===== src/rtl/fetch_pkg.sv =====
// Shared definitions for the instruction fetch controller: FSM encoding,
// default reset PC and the sequential PC step.
package fetch_pkg;

  typedef enum logic [1:0] {
    IDLE = 2'd0,
    RUN  = 2'd1,
    ERR  = 2'd2
  } fetch_state_e;

  localparam logic [31:0] DEFAULT_RESET_PC = 32'h0000_0000;
  localparam int unsigned PC_INCR          = 4;

endpackage


===== src/rtl/fetch_fifo.sv =====
// Prefetch buffer of {pc, instr} entries. Flush wins over push and pop;
// storage is left unreset because the occupancy count qualifies every read.
module fetch_fifo
  import fetch_pkg::*;
#(
  parameter int ADDR_WIDTH = 32,
  parameter int DATA_WIDTH = 32,
  parameter int FIFO_DEPTH = 2
) (
  input  logic                  clk,
  input  logic                  reset,
  input  logic                  push,
  input  logic                  pop,
  input  logic                  flush,
  input  logic [ADDR_WIDTH-1:0] push_pc,
  input  logic [DATA_WIDTH-1:0] push_instr,
  output logic [ADDR_WIDTH-1:0] head_pc,
  output logic [DATA_WIDTH-1:0] head_instr,
  output logic                  full,
  output logic                  empty
);

  localparam int PTR_W = $clog2(FIFO_DEPTH);
  localparam int CNT_W = $clog2(FIFO_DEPTH + 1);
  localparam logic [PTR_W-1:0] LAST_PTR = PTR_W'(FIFO_DEPTH - 1);

  function automatic logic [PTR_W-1:0] next_ptr(input logic [PTR_W-1:0] p);
    return (p == LAST_PTR) ? '0 : p + 1'b1;
  endfunction

  logic [ADDR_WIDTH-1:0] pc_mem    [FIFO_DEPTH];
  logic [DATA_WIDTH-1:0] instr_mem [FIFO_DEPTH];
  logic [PTR_W-1:0]      wr_ptr;
  logic [PTR_W-1:0]      rd_ptr;
  logic [CNT_W-1:0]      count;
  logic                  do_push;
  logic                  do_pop;

  assign full    = (count == CNT_W'(FIFO_DEPTH));
  assign empty   = (count == '0);
  assign do_pop  = pop && !flush && !empty;
  assign do_push = push && !flush && (!full || do_pop);

  always_ff @(posedge clk or posedge reset) begin
    if (reset) begin
      wr_ptr <= '0;
      rd_ptr <= '0;
      count  <= '0;
    end else if (flush) begin
      wr_ptr <= '0;
      rd_ptr <= '0;
      count  <= '0;
    end else begin
      if (do_push) wr_ptr <= next_ptr(wr_ptr);
      if (do_pop)  rd_ptr <= next_ptr(rd_ptr);
      case ({do_push, do_pop})
        2'b10:   count <= count + 1'b1;
        2'b01:   count <= count - 1'b1;
        default: count <= count;
      endcase
    end
  end

  // A push into a full buffer overwrites the head slot only when that head
  // is leaving on the same edge, so the combinational read stays correct.
  always_ff @(posedge clk) begin
    if (do_push) begin
      pc_mem[wr_ptr]    <= push_pc;
      instr_mem[wr_ptr] <= push_instr;
    end
  end

  assign head_pc    = pc_mem[rd_ptr];
  assign head_instr = instr_mem[rd_ptr];

endmodule


===== src/rtl/instr_fetch_ctrl.sv =====
// Fetch controller: owns the fetch PC, drives the instruction memory address,
// buffers returned words with their PC and handles redirects.
module instr_fetch_ctrl
  import fetch_pkg::*;
#(
  parameter int                    ADDR_WIDTH = 32,
  parameter int                    DATA_WIDTH = 32,
  parameter logic [ADDR_WIDTH-1:0] RESET_PC   = ADDR_WIDTH'(DEFAULT_RESET_PC),
  parameter int                    FIFO_DEPTH = 2
) (
  input  logic                  clk,
  input  logic                  reset,
  input  logic                  fetch_en,
  output logic [ADDR_WIDTH-1:0] imem_addr,
  input  logic [DATA_WIDTH-1:0] imem_instr,
  input  logic                  redirect_valid,
  input  logic [ADDR_WIDTH-1:0] redirect_pc,
  output logic                  out_valid,
  output logic [DATA_WIDTH-1:0] out_instr,
  output logic [ADDR_WIDTH-1:0] out_pc,
  input  logic                  out_ready,
  output logic                  misalign_err
);

  fetch_state_e          state;
  logic [ADDR_WIDTH-1:0] fetch_pc;
  logic                  fifo_full;
  logic                  fifo_empty;
  logic                  push;
  logic                  pop;
  logic [ADDR_WIDTH-1:0] head_pc;
  logic [DATA_WIDTH-1:0] head_instr;

  assign imem_addr = fetch_pc;
  assign out_valid = !fifo_empty;
  assign out_pc    = out_valid ? head_pc : '0;
  assign out_instr = out_valid ? head_instr : '0;

  // IDLE fetches on the same cycle fetch_en first rises, so only ERR blocks.
  assign pop  = out_valid && out_ready;
  assign push = (state != ERR) && fetch_en && !redirect_valid &&
                (!fifo_full || pop);

  always_ff @(posedge clk or posedge reset) begin
    if (reset) begin
      state        <= IDLE;
      fetch_pc     <= RESET_PC;
      misalign_err <= 1'b0;
    end else if (redirect_valid) begin
      if (redirect_pc[1:0] != 2'b00) begin
        state        <= ERR;
        misalign_err <= 1'b1;
      end else begin
        state        <= RUN;
        fetch_pc     <= redirect_pc;
        misalign_err <= 1'b0;
      end
    end else begin
      if (state == IDLE && fetch_en) state <= RUN;
      if (push) fetch_pc <= fetch_pc + ADDR_WIDTH'(PC_INCR);
    end
  end

  fetch_fifo #(
    .ADDR_WIDTH (ADDR_WIDTH),
    .DATA_WIDTH (DATA_WIDTH),
    .FIFO_DEPTH (FIFO_DEPTH)
  ) u_fifo (
    .clk        (clk),
    .reset      (reset),
    .push       (push),
    .pop        (pop),
    .flush      (redirect_valid),
    .push_pc    (fetch_pc),
    .push_instr (imem_instr),
    .head_pc    (head_pc),
    .head_instr (head_instr),
    .full       (fifo_full),
    .empty      (fifo_empty)
  );

endmodule


===== config.mk =====
export PLATFORM = sky130hd
export DESIGN_NAME = instr_fetch_ctrl
export DESIGN_NICKNAME = d
export VERILOG_FILES = /design/src/rtl/fetch_pkg.sv /design/src/rtl/fetch_fifo.sv /design/src/rtl/instr_fetch_ctrl.sv
export SDC_FILE = /design/constraint.sdc
export NUM_CORES = 1
export LEC_CHECK = 0
export BUFFER_PORTS_ARGS = -buffer_cell sky130_fd_sc_hd__buf_2
export CORE_MARGIN = 2
export CORE_UTILIZATION = 35
export CTS_BUF_LIST = sky130_fd_sc_hd__clkbuf_8
export CTS_CLUSTER_DIAMETER = 60
export DETAILED_ROUTE_END_ITERATION = 10
export GPL_TIMING_DRIVEN = 0
export PLACE_DENSITY = 0.63
export SETUP_SLACK_MARGIN = 0.2
export SLEW_MARGIN = 20
export SYNTH_ARGS = -nofsm -noshare
export SYNTH_HDL_FRONTEND = slang
export SYNTH_HIERARCHICAL = 1
export SYNTH_SLANG_ARGS = --single-unit

===== constraint.sdc =====
create_clock -name clk -period 8 [get_ports clk]
set_input_delay 1.2 -clock clk [delete_from_list [all_inputs] [get_ports clk]]
set_output_delay 1.2 -clock clk [all_outputs]
set_load 0.01 [all_outputs]

[Yosys cells after proc, flatten, opt, wreduce, memory -nomap -nowiden]
Memory sizes are Yosys's and may differ from the RTL's.
Cells that the tools add are included.
Cells by class
  muxes and demuxes: 19
  reductions and logical operators: 23
  add/sub/neg operators: 5
  eq/ne operators: 5
Operators by type and width (count)
  $mux 32: 5
  $add 32x3->32 const B: 1
  $reduce_bool 2->1: 5
  $logic_and 1x1->1: 9
  $mux 1: 9
  $mux 2: 4
  $eq 2x2->1 const B: 2
  $logic_not 2->1: 2
  $ne 2x2->1 const B: 2
  $pmux 2 s2: 1
  $logic_not 1->1: 3
  $reduce_bool 3->1: 1
  $add 1x1->1 const B: 2
  $add 2x1->2 const B: 1
  $eq 2x1->1 const B: 1
  $logic_or 1x1->1: 2
  $reduce_and 2->1: 1
  $sub 2x1->2 const B: 1
Storage, ports and cells
  register bits: 39
  memories: 2
  bits of input ports: 69
  output and inout bits: 98
  word-level logic and storage cells: 60
  memory bits (writable): 128
Memory list
  u_fifo.instr_mem: depth 2, bits a word 32, read ports 1, clocked after Yosys merged registers in 0, wr ports 1, line fetch_fifo.sv:32  | logic [DATA_WIDTH-1:0] instr_mem [FIFO_DEPTH];
  u_fifo.pc_mem: depth 2, bits a word 32, read ports 1, clocked after Yosys merged registers in 0, wr ports 1, line fetch_fifo.sv:31  | logic [ADDR_WIDTH-1:0] pc_mem [FIFO_DEPTH];

[Longest topological paths before layout]
  depth after elaboration: 10
  mapped depth: 10

[Cells and area by module]
Netlist, hierarchy kept.
By module, submodules not included
  fetch_fifo: cells an instance 230, area each 4862.2 um^2, seq. area each 3943.8 um^2, instances 1
  instr_fetch_ctrl: cells an instance 334, area each 2633.8 um^2, seq. area each 875.8 um^2, instances 1

[Worst setup path before layout]
Ideal clock, no wire load.
  path type: input -> register
  from: in redirect_valid
  to: mem u_fifo.instr_mem[0][0], enable pin
  arrival: 6.291 ns
  buffers on the path: 1
  stages: 6
  data required time: 7.436 ns
  library setup time: 0.564 ns
  setup slack: 1.144 ns
  cells stage by stage: nand2b_1 -> a221o_1 -> clkinv_1 -> buf_2 -> nand2_1 -> nor3_1
Between the ends
  word-level cells in the longest chain between the ends: 7
RTL lines
  start, declared: line instr_fetch_ctrl.sv:16  | input logic redirect_valid,
  $logic_not 1->1: line instr_fetch_ctrl.sv:41  | assign push = (state != ERR) && fetch_en && !redirect_valid &&
  $logic_and 1x1->1 (2 in series): line instr_fetch_ctrl.sv:41
  via push: line instr_fetch_ctrl.sv:29  | logic push;
  $logic_and 1x1->1 (2 in series): line fetch_fifo.sv:42  | assign do_push = push && !flush && (!full || do_pop);
  $mux 1: line fetch_fifo.sv:67  | if (do_push) begin
  $mux 1 (implied by the code): line fetch_fifo.sv:69  | instr_mem[wr_ptr] <= push_instr;
  end, declared: line fetch_fifo.sv:32
The timed path passes the listed nets, and every way through them passes these cells.

[Worst setup path in the final report]
  from: reg u_fifo.count[1]
  to: out out_pc[14]
Between the ends
  word-level cells in the longest chain between the ends: 2
RTL lines
  start, declared: line fetch_fifo.sv:35  | logic [CNT_W-1:0] count;
  start signal, assigned: line fetch_fifo.sv:57  | 2'b10: count <= count + 1'b1;
  start signal, assigned: line fetch_fifo.sv:58  | 2'b01: count <= count - 1'b1;
  start signal, assigned: line fetch_fifo.sv:59  | default: count <= count;
  $logic_not 2->1: line fetch_fifo.sv:40  | assign empty = (count == '0);
  via fifo_empty: line instr_fetch_ctrl.sv:28  | logic fifo_empty;
  $mux 32: line instr_fetch_ctrl.sv:36  | assign out_pc = out_valid ? head_pc : '0;
  end, declared: line instr_fetch_ctrl.sv:20  | output logic [ADDR_WIDTH-1:0] out_pc,
The timed path passes the listed nets, and every way through them passes these cells.

==> flow_summary_export.csv <==
group,metric,value,unit
min_path,hp-start,"misalign_err$_DFFE_PP0P_",
clock_tree,cts_htree_levels,4,
synth,ys_seq_area_share,64.3,%
cells_and_area,finalNonFillerCells,1047,
clock_tree,cts_resized,0,
global_route,antenna_found_initial,0,
timing,setup_viol,0,
route,dr.pass1.iters,5,
critical_path,reg2reg_from,"u_fifo/count[0]$_DFFE_PP0P_",
clock_tree,cts_tree,"built",
cells_and_area,drive_gt1_share,38.6,%
place,gp_congestion,0.800,
route,vias,5260,
floorplanning,fp.dieW,150,um
place,numPortBuffers,166,
cells_and_area,antenna_cells,0,
synth,yosysWarnings,6,
pwr,power_per_cell_area,209,nW/um2
synth,synth_ff_type,"edfxtp_1",
critical_path,arrival,2.55,ns
timing,hold_viol,0,
floorplanning,fp.dieH,150,um
timing,skew,0.0173,ns
timing,fin_crit,3.75,ns
outcome,outcome,"complete, no violations",
min_path,worst_hold_path.endpoint,"misalign_err$_DFFE_PP0P_",
critical_path,reg2reg_depth,7,
floorplanning,core,21000,um2
place,dp_cells,1015,
synth,synth.avg_cell_area,13.3,um2
synth,ys_types,49,
critical_path,rr_endpoint,"u_fifo/pc_mem[1][7]$_DFFE_PP_",
critical_path,cp_cell_sequence,"buf_4 -> nor2_1 -> clkbuf_1 -> clkbuf_1 -> nor2b_1 -> buf_2",
global_route,grt_pass1_vias,4927,
clock_tree,post_cts_buffers,0,
min_path,hold_path_depth,2,
clock_tree,cts-hold-fix-buffers,0,
synth,synth_edf_count,128,
critical_path,crit_buf_inv,4,
flow_run,max-cap-violations,0,
timing,maxSlewHeadroom,52.8,%
clock_tree,clock_path_buffers,2,
pwr,ir_worst_vdd,0.104,mV
floorplanning,dieArea,22600,um2
route,final_antenna_net_count,0,
route,routed_wl,18800,um
clock_tree,cts_buffers,17,
critical_path,crit_top_cell,"clkbuf_1",
critical_path,crit_path_top_delay_cell,"clkbuf_1",
timing,fmax,0.267,GHz
synth,async_reset_ff_share,23.4,%
timing,max_slew.worst_pin.slew,0.702,ns
route,avgRoutedWirePerCell,18.0,um
global_route,grt_pass1_wl,28400,um
pwr,leakagePower,3.62,nW
critical_path,path_delay_family,"buffers and inverters",
pwr,p_total,0.00192,W
place,place_ws,4.42,ns
synth,syn_inst,564,
critical_path,crit_fanout,10,
critical_path,critPathCaptureType,"primary output",
timing,worst_slack,4.25,ns
floorplanning,io_pins,167,
synth,ys_seq_elements,167,
cells_and_area,syn2layout_area_growth,22.8,%
global_route,grt_usage,16.8,%
synth,syn_area,7500,um2
clock_tree,cts_num_sinks,167,
cells_and_area,nets,829,
critical_path,startpoint_type,"flop",
critical_path,crit_type,"flop to primary output",
timing,slew_viol_final,0,
route,vias_per_cell,5.02,
synth,synth_nets,634,
clock_tree,clk_root_buffer_cell,"clkbuf_8",
global_route,grt_max_degree,37,
critical_path,r2r_slack,5.17,ns
floorplanning,rows,53,
timing,fin_crit_sh,46.8,%
critical_path,critPathRequiredTime,6.80,ns
place,place_hpwl,13400,um
min_path,min_path_type,"flop to flop",
route,drc,0,
global_route,grt_overflow_total,0,
critical_path,max_stage_delay,0.57,ns
route,first_iter_violations,341,
floorplanning,start_util,35.7,%
timing,rsz0062_at_grt,"no",
clock_tree,clock_latency,0.45,ns
clock_tree,clk_transition_reported_paths,0.09,ns
## layout make-up
class / count / area (um2)
clock inverter: 15 / 163
sequential: 167 / 4820
fill: 2025 / 11800
multi-input combinational: 353 / 2480
inverter: 13 / 48.8
timing repair buffer: 176 / 950
tap: 275 / 344
buffer: 31 / 166
clock buffer: 17 / 234
## kinds of logic after synthesis
group	share of synthesized area, %
adder cells (fa/ha/maj)	0.167
AND/OR/NAND/NOR	14.7
XOR/XNOR	0.234
AO/OA/AOI/OAI	6.64
multiplexers	11.1
flip-flops	64.3
buffers and inverters	2.87
## cells in the final DEF (no fill, tap or decap), types with 3 or more instances in the layout
cell type | netlist | final
clkbuf_1 | 14 | 14
bufinv_16 | 0 | 3
a21oi_1 | 26 | 26
clkbuf_8 | 2 | 19
nand2_1 | 26 | 26
a32oi_1 | 3 | 3
nor3_1 | 10 | 9
a22oi_1 | 4 | 4
and2_1 | 4 | 4
clkinvlp_4 | 0 | 3
o22ai_1 | 4 | 4
nor2_1 | 24 | 24
edfxtp_1 | 128 | 128
nand3_1 | 26 | 26
nor2b_1 | 72 | 72
mux2_2 | 65 | 65
buf_2 | 12 | 178
nand2b_1 | 3 | 3
buf_4 | 2 | 9
nand4_1 | 7 | 7
inv_1 | 11 | 12
mux2i_1 | 10 | 10
clkinv_1 | 2 | 5
dfrtp_1 | 39 | 39
o311ai_0 | 3 | 3
o21ai_0 | 28 | 28
nor4_1 | 4 | 3
and3_1 | 4 | 4
## worst register-to-register path: stages, from the launching register on
cell	delay, ns
dfrtp_1	0.47
nor2_1	0.11
nand2b_1	0.19
a221o_1	0.35
clkinv_1	0.23
buf_2	0.25
and4b_4	0.61
buf_16	0.30
## through the flow
stage | setup TNS (ns) | hold WS (ns) | cell area (um2) | util, %
final | 0 | 0.499 | 9200 | 43.8
after global routing | 0 | 0.521 | 9200 | 43.8
after CTS | 0 | 0.502 | 9200 | 43.7
after detailed placement | 0 | 0.480 | 8800 | 41.9
after global placement | -142.41 | 0.471 | 8670 | 41.2
after floorplan | 0 | 0.510 | 7500 | -
## worst max-delay path by stage
stage / from / endpoint / cells after the start
after detailed placement: redirect_valid / u_fifo/pc_mem[1][13]$_DFFE_PP_ / 7
after global routing: u_fifo/count[1]$_DFFE_PP0P_ / out_pc[13] / 6
final: u_fifo/count[1]$_DFFE_PP0P_ / out_pc[14] / 6
after global placement: redirect_valid / u_fifo/pc_mem[0][13]$_DFFE_PP_ / 7
after CTS: u_fifo/count[1]$_DFFE_PP0P_ / out_pc[14] / 6
after floorplan: redirect_valid / u_fifo/instr_mem[0][0]$_DFFE_PP_ / 6
## Yosys cell counts (all sizes together), types with 2 or more instances
master	count	area share [%]
edfxtp	128	51
nor2b	72	6.0
mux2	65	9.8
dfrtp	39	13
o21ai	28	1.9
a21oi	27	1.9
nand3	27	1.9
nand2	26	1.3
nor2	24	1.2
clkbuf	16	1.1
buf	15	1.2
inv	11	0.55
mux2i	10	1.3
nor3	10	0.67
nand4	9	1.0
nor4	6	0.90
a22oi	4	0.40
and2	4	0.33
and3	4	0.33
o22ai	4	0.33
a32oi	3	0.35
nand2b	3	0.25
o311ai	3	0.35
a2bb2oi	2	0.23
a31oi	2	0.17
a41oi	2	0.23
and4b	2	0.27
clkinv	2	0.10
o211ai	2	0.20
or4	2	0.20
xor2	2	0.23
## power by group
part | leakage [nW] | switching (W) | internal, W | total, W
registers | 1.61 | 0.0000764 | 0.000995 | 0.00107
logic | 1.81 | 0.000145 | 0.000106 | 0.000252
clock network | 0.197 | 0.000297 | 0.000304 | 0.000601
total | 3.62 | 0.000519 | 0.00141 | 0.00192
## routing by layer
| layer | wire length [um] | share of wire (%) | track usage (%) |
|---|---|---|---|
| met5 | 0 | 0 | 0 |
| met1 | 8250 | 44 | 22.6 |
| met3 | 1310 | 7.0 | 4.18 |
| met2 | 9120 | 48 | 27.5 |
| met4 | 126 | 0.67 | 3.73 |
## state kept, by name (all words and copies together), names as in the netlist
name and cells:
imem_addr 32, misalign_err 1, state 2, u_fifo/count 2
u_fifo/instr_mem 64, u_fifo/pc_mem 64, u_fifo/rd_ptr 1, u_fifo/wr_ptr 1
Note: power is estimated with default switching activity, not from simulation.
